`src/rtl/nibble_serial_adder.sv`:
```
// nibble_serial_adder: bit-serial-by-nibble adder/subtractor.
// One 4-bit adder slice is reused for WIDTH/4 cycles, walking from the least
// significant nibble upward and threading the carry through a register.
// WIDTH must be a multiple of 4 and at least 4.
module nibble_serial_adder #(
    parameter int WIDTH = 16
) (
    input  logic             clk,
    input  logic             rst_n,
    input  logic             in_valid,
    output logic             in_ready,
    input  logic [WIDTH-1:0] a,
    input  logic [WIDTH-1:0] b,
    input  logic             sub,
    output logic             out_valid,
    input  logic             out_ready,
    output logic [WIDTH-1:0] result,
    output logic             carry,
    output logic             overflow,
    output logic             zero
);

    localparam int NIB = WIDTH / 4;
    localparam int CW  = (NIB > 1) ? $clog2(NIB) : 1;

    localparam logic [1:0] IDLE = 2'd0;
    localparam logic [1:0] RUN  = 2'd1;
    localparam logic [1:0] DONE = 2'd2;

    localparam logic [CW-1:0] LAST = CW'(NIB - 1);

    // Captured operation; held for the whole run so input changes are ignored.
    typedef struct packed {
        logic [WIDTH-1:0] a;
        logic [WIDTH-1:0] b;
        logic             sub;
    } req_t;

    logic [1:0]       state;
    req_t             op_q;
    logic [CW-1:0]    cnt;
    logic             c_q;
    logic [WIDTH-1:0] res_q;
    logic             ovf_q;

    logic [CW+1:0]    shamt;
    logic [WIDTH-1:0] a_sh;
    logic [WIDTH-1:0] b_sh;
    logic [3:0]       a_nib;
    logic [3:0]       b_nib;
    logic [4:0]       sum;
    logic             c_msb;
    logic [WIDTH-1:0] nib_place;

    // Single nibble slice: select nibble cnt, optionally invert B, add with carry.
    // The carry into the nibble MSB is recovered from the sum bit instead of a
    // second adder: sum[3] = a[3] ^ b[3] ^ c_in3.
    always_comb begin
        shamt     = {cnt, 2'b00};
        a_sh      = op_q.a >> shamt;
        b_sh      = op_q.b >> shamt;
        a_nib     = a_sh[3:0];
        b_nib     = op_q.sub ? ~b_sh[3:0] : b_sh[3:0];
        sum       = {1'b0, a_nib} + {1'b0, b_nib} + {4'b0000, c_q};
        c_msb     = sum[3] ^ a_nib[3] ^ b_nib[3];
        nib_place = WIDTH'(sum[3:0]) << shamt;
    end

    // Control FSM and datapath registers.
    always_ff @(posedge clk or negedge rst_n) begin
        if (!rst_n) begin
            state <= IDLE;
            op_q  <= '0;
            cnt   <= '0;
            c_q   <= 1'b0;
            res_q <= '0;
            ovf_q <= 1'b0;
        end else begin
            case (state)
                IDLE: begin
                    if (in_valid) begin
                        op_q  <= {a, b, sub};
                        c_q   <= sub;
                        cnt   <= '0;
                        res_q <= '0;
                        ovf_q <= 1'b0;
                        state <= RUN;
                    end
                end
                RUN: begin
                    // res_q was cleared on accept, so OR-ing the nibble in is a write.
                    res_q <= res_q | nib_place;
                    c_q   <= sum[4];
                    if (cnt == LAST) begin
                        ovf_q <= c_msb ^ sum[4];
                        cnt   <= '0;
                        state <= DONE;
                    end else begin
                        cnt <= cnt + 1'b1;
                    end
                end
                DONE: begin
                    if (out_ready) state <= IDLE;
                end
                default: state <= IDLE;
            endcase
        end
    end

    assign in_ready  = (state == IDLE);
    assign out_valid = (state == DONE);
    assign result    = res_q;
    assign carry     = c_q;
    assign overflow  = ovf_q;
    assign zero      = (res_q == '0);

endmodule

```
`config.mk`:
```
export PLATFORM = sky130hd
export DESIGN_NAME = nibble_serial_adder
export DESIGN_NICKNAME = d
export VERILOG_FILES = /design/src/rtl/nibble_serial_adder.sv
export SDC_FILE = /design/constraint.sdc
export NUM_CORES = 1
export LEC_CHECK = 0
export ABC_AREA = 0
export ABC_CLOCK_PERIOD_IN_PS = 3300
export CORE_UTILIZATION = 25
export DETAILED_ROUTE_END_ITERATION = 12
export PLACE_DENSITY = 0.46
export RECOVER_POWER = 100
export SYNTH_ARGS = -nofsm -noshare
export SYNTH_HDL_FRONTEND = slang
export SYNTH_SLANG_ARGS = --single-unit
```
`constraint.sdc`:
```
create_clock -name clk -period 3.3 [get_ports clk]
set_clock_uncertainty 0.2 [all_clocks]
set_input_delay 0.66 -clock clk [delete_from_list [all_inputs] [get_ports clk]]
set_output_delay 0.66 -clock clk [all_outputs]
set_load 0.01 [all_outputs]
```
==> summary.md, run 1 <==
| Metric | Value |
|---|---|
| Status | finished, final reports clean |
| Req. time, crit path | 3.34 ns |
| Leakage | 1.618 nW |
| Synth Cell Area | 2516 um^2 |
| HPWL after detailed placement | 4210 um |
| First-pass iteration count of the detailed router | 4 |
| Worst r2r dst | overflow |
| Ys flop type | dfrtp_1 |
| P&R area growth vs syn | 31.82% |
| Chip width | 102.3 um |
| Die area | 10,470 um^2 |
| Worst R2R Setup Slack | 0.24 ns |
| Global-route wire length before repair | 9418 um |
| F_max | 0.3264 GHz |
| FF/Latch Area | 1376 um^2 |
| Worst setup path startpoint | cnt[0] |
| Period Utilization, post-route | 0.9284 |
| Routed via count | 1,853 |
| Vias in the first global route | 1,822 |
| Final WL | 5675 um |
| Pin slew with the least headroom to its limit | 1.270 ns |
| Crit start category | flip-flop |
| Post-CTS Setup Bufs | 0 |
| ANT nets after route | 0 |
| Number of synthesized register bits | 55 |
| Vert. Die Dim | 102.3 um |
| Top-count cell post-synth | nand2_1 |
| Total Routing Usage GR | 0.1186 |
| Total clock buffers created by CTS | 5 |
| Syn avg cell area | 10.02 um^2 |
| Routed length per instance | 12.78 um |
| Root Driver | clkbuf_8 |
| Synth cell count leaders | nand2_1, dfrtp_1, a21oi_1, clkbuf_1, nor2_1 |
| Post-synth EDFFs | 0 |
| Share of cells above drive strength 1 | 0.05788 |
| Drt first-iter violations | 38 |
| Cell row count | 36 |
| VDD IR-drop max | 311.8 uV |
| Clock tree buffer depth | 2 |
| R2R Path Start | cnt[0] |
| Period minus WS final | 3.064 ns |
| Hold Fails Final Rpt | 0 |
| Reg2Reg Depth | 9 |
| Antenna cells | 0 |
| Total power | 3.647 mW |
| Leading area contributor after synthesis | dfrtp_1 |
| Grt ovf | 0 |
| Seq/Total Area, Yosys | 0.5470 |
| CTS clock-pin slew for the worst setup and hold paths | 0.09 ns |
| CTS tree | yes |
| Clk sinks | 55 |
| H-tree lvl count | 2 |
| CP endpoint kind | flip-flop |
| Slew Limit Fails | 0 |
| Starting Density | 0.2574 |
| Setup TNS | 0 ns |
| Hold/Removal Path Class | reg2reg |
| Fill count | 1,039 |
| Multi-input logic area | 1060 um^2 |
| Io pins | 58 |
| Netlist cell types | 32 |
| Area share of the largest cell type after synthesis | 0.5470 |
| Gp weighted congestion | 0.6920 |
| Drc violations | 0 |
| Nets@finish | 353 |
| Post-CTS Hold Buffers | 0 |
| Max-cap violation count | 0 |
| Largest net degree at the start of global routing | 43 |
| Clock latency on the worst-skew pair | 0.30 ns |
| PortBufs | 57 |
| Gate Count Post-Synth | 251 |
| Post-Syn Nets | 294 |
| Crit path capture | overflow |
| CTS resizes | 0 |
| RSZ-0062 raised after global routing | false |
| Critical path class | reg2reg |
| Async SR Flop Fraction | 1.000 |
| Data arrival, critical path | 3.10 ns |
| Initial antenna violation count | 0 |
| Synth top area cells | dfrtp_1, nand2_1, mux4_2 |
| Critical Path Fanout Max | 5 |
| Max-slew headroom | 0.1530 |
| # setup viols final | 0 |
| Via/cell ratio | 4.173 |
| Area of the core | 9774 um^2 |
| Power density over cell area | 1099 nW/um^2 |
| Synth warnings | 0 |
## stage by stage
stage	hold slack (ns)	cell area, um^2	util	worst slack [ns]	std cells
2_1_floorplan	0.1644	2516	-	0.2141	251
4_1_cts	0.1316	3336	0.3413	0.1889	444
3_3_place_gp	0.2533	3254	0.3329	0.3050	436
3_5_place_dp	0.2585	3254	0.3329	0.2310	436
5_1_grt	0.3062	3317	0.3394	0.03408	444
6_report	0.2760	3317	0.3394	0.2362	444
## worst min path at each step
stage / cells past startpoint / to / start / slack, ns
floorplan: 0 / carry / rst_n / 0.16
global placement: 2 / op_q[12] / op_q[12] / 0.25
detailed placement: 2 / op_q[12] / op_q[12] / 0.26
CTS: 1 / result[9] / rst_n / 0.13
global route: 2 / op_q[15] / op_q[15] / 0.31
finish: 2 / op_q[15] / op_q[15] / 0.28
## cell type report
type                       count  area share
clock buffer                   7     0.02301
clock inverter                 1    0.001509
inverter                       5    0.005658
multi-input combinational    177      0.3195
sequential                    55      0.4149
tap                          133     0.05017
timing repair buffer          66      0.1852
## layout by cell type, fill, tap and decap left out, drive strengths merged, types with 2 or more instances in the layout
cell           instances
ha                     4
mux4                   8
a22o                   8
nor2                  10
o21ai                  4
xnor2                  3
a21o                   2
fa                     2
nand2                104
dlygate4sd3           22
a21oi                 10
nor4                   4
xor2                   4
nand2b                 2
dfrtp                 55
buf                    4
inv                    5
clkbuf                13
clkdlybuf4s50         34
nand3                  3
## power breakdown
| group | switching [mW] | internal [mW] |
|---|---|---|
| registers | 0.204 | 0.983 |
| clock network | 0.214 | 0.150 |
| logic | 1.09 | 1.01 |
## critical path, stage by stage, from the launching register on
cell and delay (ns):
dfrtp_1 0.46, mux4_2 0.54, xnor2_1 0.16, fa_1 0.37, inv_1 0.09, a21o_1 0.12, a21oi_1 0.07, xnor2_1 0.47
xnor3_1 0.41, o21ai_1 0.11
## state kept, by name (all words and copies together), names as in the netlist
name and flops:
carry 1, state 2, op_q 33, cnt 2, overflow 1, result 16
## metal layers
metal  part of all wire  track usage  up-vias
li1                   -            -      944
met1               0.50       0.1615      861
met2               0.45       0.1910       41
met3              0.040      0.02326        7
met4              0.012      0.03626        0
met5                  0            0        -
## kinds of logic (layout without fill, tap and decap cells)
| group | Yosys count | after routing | synth area share |
|---|---|---|---|
| AO/OA/AOI/OAI | 26 | 26 | 0.06763 |
| XOR/XNOR | 8 | 8 | 0.03631 |
| adder cells (fa/ha/maj) | 6 | 6 | 0.03580 |
| buffers and inverters | 19 | 79 | 0.03183 |
| flip-flops | 55 | 55 | 0.5470 |
| multiplexers | 8 | 8 | 0.07459 |
| AND/OR/NAND/NOR | 129 | 129 | 0.2069 |
Note: power is estimated with default switching activity, not from simulation.
==> run 2: changes to the inputs <==
--- a/config.mk
+++ b/config.mk
@@ -7,10 +7,12 @@
 export LEC_CHECK = 0
 export ABC_AREA = 0
 export ABC_CLOCK_PERIOD_IN_PS = 3300
-export CORE_UTILIZATION = 25
+export CORE_UTILIZATION = 45
 export DETAILED_ROUTE_END_ITERATION = 12
-export PLACE_DENSITY = 0.46
+export PLACE_DENSITY = 0.75
 export RECOVER_POWER = 100
+export REMOVE_ABC_BUFFERS = 1
+export SETUP_SLACK_MARGIN = 0.3
 export SYNTH_ARGS = -nofsm -noshare
 export SYNTH_HDL_FRONTEND = slang
 export SYNTH_SLANG_ARGS = --single-unit
==> run 2 against run 1 <==
Clock-buffer cell count decreased by 1; utilization up 29 points; critical path depth unchanged; hold slack improved by 0.0051 ns; design area down 0.15%; sequential power barely moved; fmax increased by 0.21%; via count grew 2.9%; clock power grew 28%; the run now ends with capacitance limit, slew limit left; wire length down 10%.
==> summary.md, run 2 (same netlist as run 1, synthesis figures left out) <==
| Metric | Value |
|---|---|
| Status | finished, violations left |
| Failing checks | capacitance limit, slew limit |
| Met1 usage | 0.2611 (+0.09962) |
| Most frequent cells in the layout | nand2_1, dfrtp_1, clkdlybuf4s50_1 |
| Met3 Use GR | 0.03333 (+0.01008) |
| Slew Limit Fails | 43 (+43) |
| Period Utilization, post-route | 0.9265 (-0.001917) |
| Vias in the first global route | 1,959 (+7.5%) |
| Dpl ws | 0.1655 ns (-0.06550 ns) |
| Hold/Removal Path Class | reg2reg |
| Hold Path Depth | 2 (unchanged) |
| Global-route wire length before repair | 9246 um (-1.8%) |
| Leakage | 1.659 nW (+2.5%) |
| F_max | 0.3271 GHz (+0.21%) |
| Routed via count | 1,907 (+2.9%) |
| CP max-delay cell | mux4_1 |
| CP endpoint kind | flip-flop |
| Chip width | 76.78 um (-25%) |
| Hold Fails Final Rpt | 0 (unchanged) |
| Multi-input logic area | 1079 um^2 (+1.8%) |
| CP cell instances | clkbuf_4, mux4_1, xor2_2, ha_1, a21o_1, a21oi_1, xnor2_1, xnor3_1, o21ai_1 |
| H-tree lvl count | 2 (unchanged) |
| Req. time, crit path | 3.35 ns (about the same) |
| Fill count | 446 (-57%) |
| Total Routing Usage GR | 0.1975 (+0.07885) |
| Worst Slack Setup Final | 0.2425 ns (+0.006326 ns) |
| Share of cells above drive strength 1 | 0.08654 (+0.02866) |
| Gp weighted congestion | 0.7847 (+13%) |
| GRT busiest layer | met2 |
| CP peak stage delay | 0.60 ns (+0.06 ns) |
| Setup TNS | 0 ns (unchanged) |
| CP delay by family, top | XOR/XNOR gates |
| Root Driver | clkbuf_8 |
| CTS tree | yes |
| First-pass iteration count of the detailed router | 5 (+1) |
| Via/cell ratio | 4.992 (+20%) |
| Critical Path Fanout Max | 6 (+1) |
| # setup viols final | 0 (unchanged) |
| Final WL | 5088 um (-10%) |
| Hold Path End | op_q[22] |
| Clock tree buffer depth | 2 (unchanged) |
| RSZ-0062 raised after global routing | true |
| Drc violations | 0 (unchanged) |
| Clock latency on the worst-skew pair | 0.31 ns (about the same) |
| Max-cap violation count | 1 (+1) |
| Crit start category | flip-flop |
| R2R Path Start | cnt[0] |
| Vert. Die Dim | 76.78 um (-25%) |
| Total clock buffers created by CTS | 5 (unchanged) |
| Max-slew headroom | -0.1061 (-0.2591) |
| Starting Density | 0.4804 (+0.2230) |
| Area of the core | 5238 um^2 (-46%) |
| Power density over cell area | 1174 nW/um^2 (+6.8%) |
| PortBufs | 57 (unchanged) |
| VDD IR-drop max | 710.8 uV (+130%) |
| Antenna cells | 0 (unchanged) |
| Grt ovf | 0 (unchanged) |
| Most common cell after layout, fill and taps aside | nand2_1 |
| CTS clock-pin slew for the worst setup and hold paths | 0.10 ns (about the same) |
| Data arrival, critical path | 3.11 ns (about the same) |
| Period minus WS final | 3.057 ns (-0.006326 ns) |
| Hold_sp | op_q[22] |
| Io pins | 58 (unchanged) |
| Post-CTS Hold Buffers | 0 (unchanged) |
| Worst Path Buf+Inv | 1 (unchanged) |
| Drt first-iter violations | 54 (+42%) |
| Initial antenna violation count | 0 (unchanged) |
| Met2 Use GR | 0.3259 (+0.1349) |
| Reg2Reg Depth | 9 (unchanged) |
| Die area | 5894 um^2 (-44%) |
| Largest net degree at the start of global routing | 43 (unchanged) |
| ANT nets after route | 0 (unchanged) |
| Worst r2r dst | overflow |
| Pin slew with the least headroom to its limit | 1.659 ns (+0.3887 ns) |
| Worst R2R Setup Slack | 0.24 ns (about the same) |
| FF/Latch Area | 1376 um^2 (unchanged) |
| Nets@finish | 354 (+0.28%) |
| Number of flip-flops in the largest register | 33 (unchanged) |
| Cell row count | 26 (-28%) |
| Routed length per instance | 13.32 um (+4.2%) |
| Critical path class | reg2reg |
| P&R area growth vs syn | 31.63% |
| Most flops, register | op_q |
| Clk sinks | 55 (unchanged) |
| HPWL after detailed placement | 3695 um (-12%) |
[run 2: how the worst max path moves through the flow]
stage,from,endpoint,slack [ns],cells past startpoint
after floorplan,cnt[0],overflow,0.19,10
after global placement,cnt[0],overflow,0.26,10
after detailed placement,cnt[0],overflow,0.17,10
after CTS,cnt[0],overflow,0.30,10
after global routing,cnt[0],overflow,0.12,9
final,cnt[0],overflow,0.24,9
[run 2: cell type report]
type,instances,share of cell area
well taps,70,0.02645
inverters,5,0.005667
flip-flops and latches,55,0.4156
multi-input cells,177,0.3256
repair buffers,67,0.1912
clock inverters,2,0.01058
clock buffers,6,0.02493
[run 2: report_power, final]
| part | internal [mW] | total (mW) | switching, mW |
|---|---|---|---|
| Combinational | 1.12 | 2.23 | 1.11 |
| Sequential | 0.983 | 1.20 | 0.216 |
| Clock | 0.246 | 0.464 | 0.219 |
[run 2: repair_timing]
action	in CTS	in global routing
gates cloned	0	0
hold endpoints to repair	0	0
setup buffers	3	0
pin swaps	0	1
endpoints found under the setup margin	1	1
resized for setup	1	4
[run 2: tightest hold or removal path, cell delays in order (launching register included)]
cell and delay [ns]:
dfrtp_1 0.35, nand2_1 0.05, nand2_1 0.06
[run 2: through the flow]
step	utilization	area, um^2	hold slack [ns]	instances	power [mW]
detailed placement	0.6034	3161	0.2616	371	3.414
finish	0.6323	3312	0.2810	382	3.889
global route	0.6323	3312	0.3029	382	4.223
CTS	0.6304	3302	0.09133	382	3.920
global placement	0.6034	3161	0.2545	371	3.314
floorplan	-	2455	0.1644	237	2.650
[run 2: per-layer routing]
| metal | vias to the layer above | part of all wire |
|---|---|---|
| li1 | 941 | - |
| met1 | 906 | 0.46 |
| met2 | 51 | 0.48 |
| met3 | 9 | 0.038 |
| met4 | 0 | 0.016 |
| met5 | - | 0 |
==> run 3: changes to the inputs <==
--- a/config.mk
+++ b/config.mk
@@ -8,6 +8,7 @@
 export ABC_AREA = 0
 export ABC_CLOCK_PERIOD_IN_PS = 3300
 export CORE_UTILIZATION = 45
+export CTS_CLUSTER_SIZE = 24
 export DETAILED_ROUTE_END_ITERATION = 12
 export PLACE_DENSITY = 0.75
 export RECOVER_POWER = 100
==> results of run 3 <==
Same layout as run 2: the final DEF is identical, and so are final timing and power.
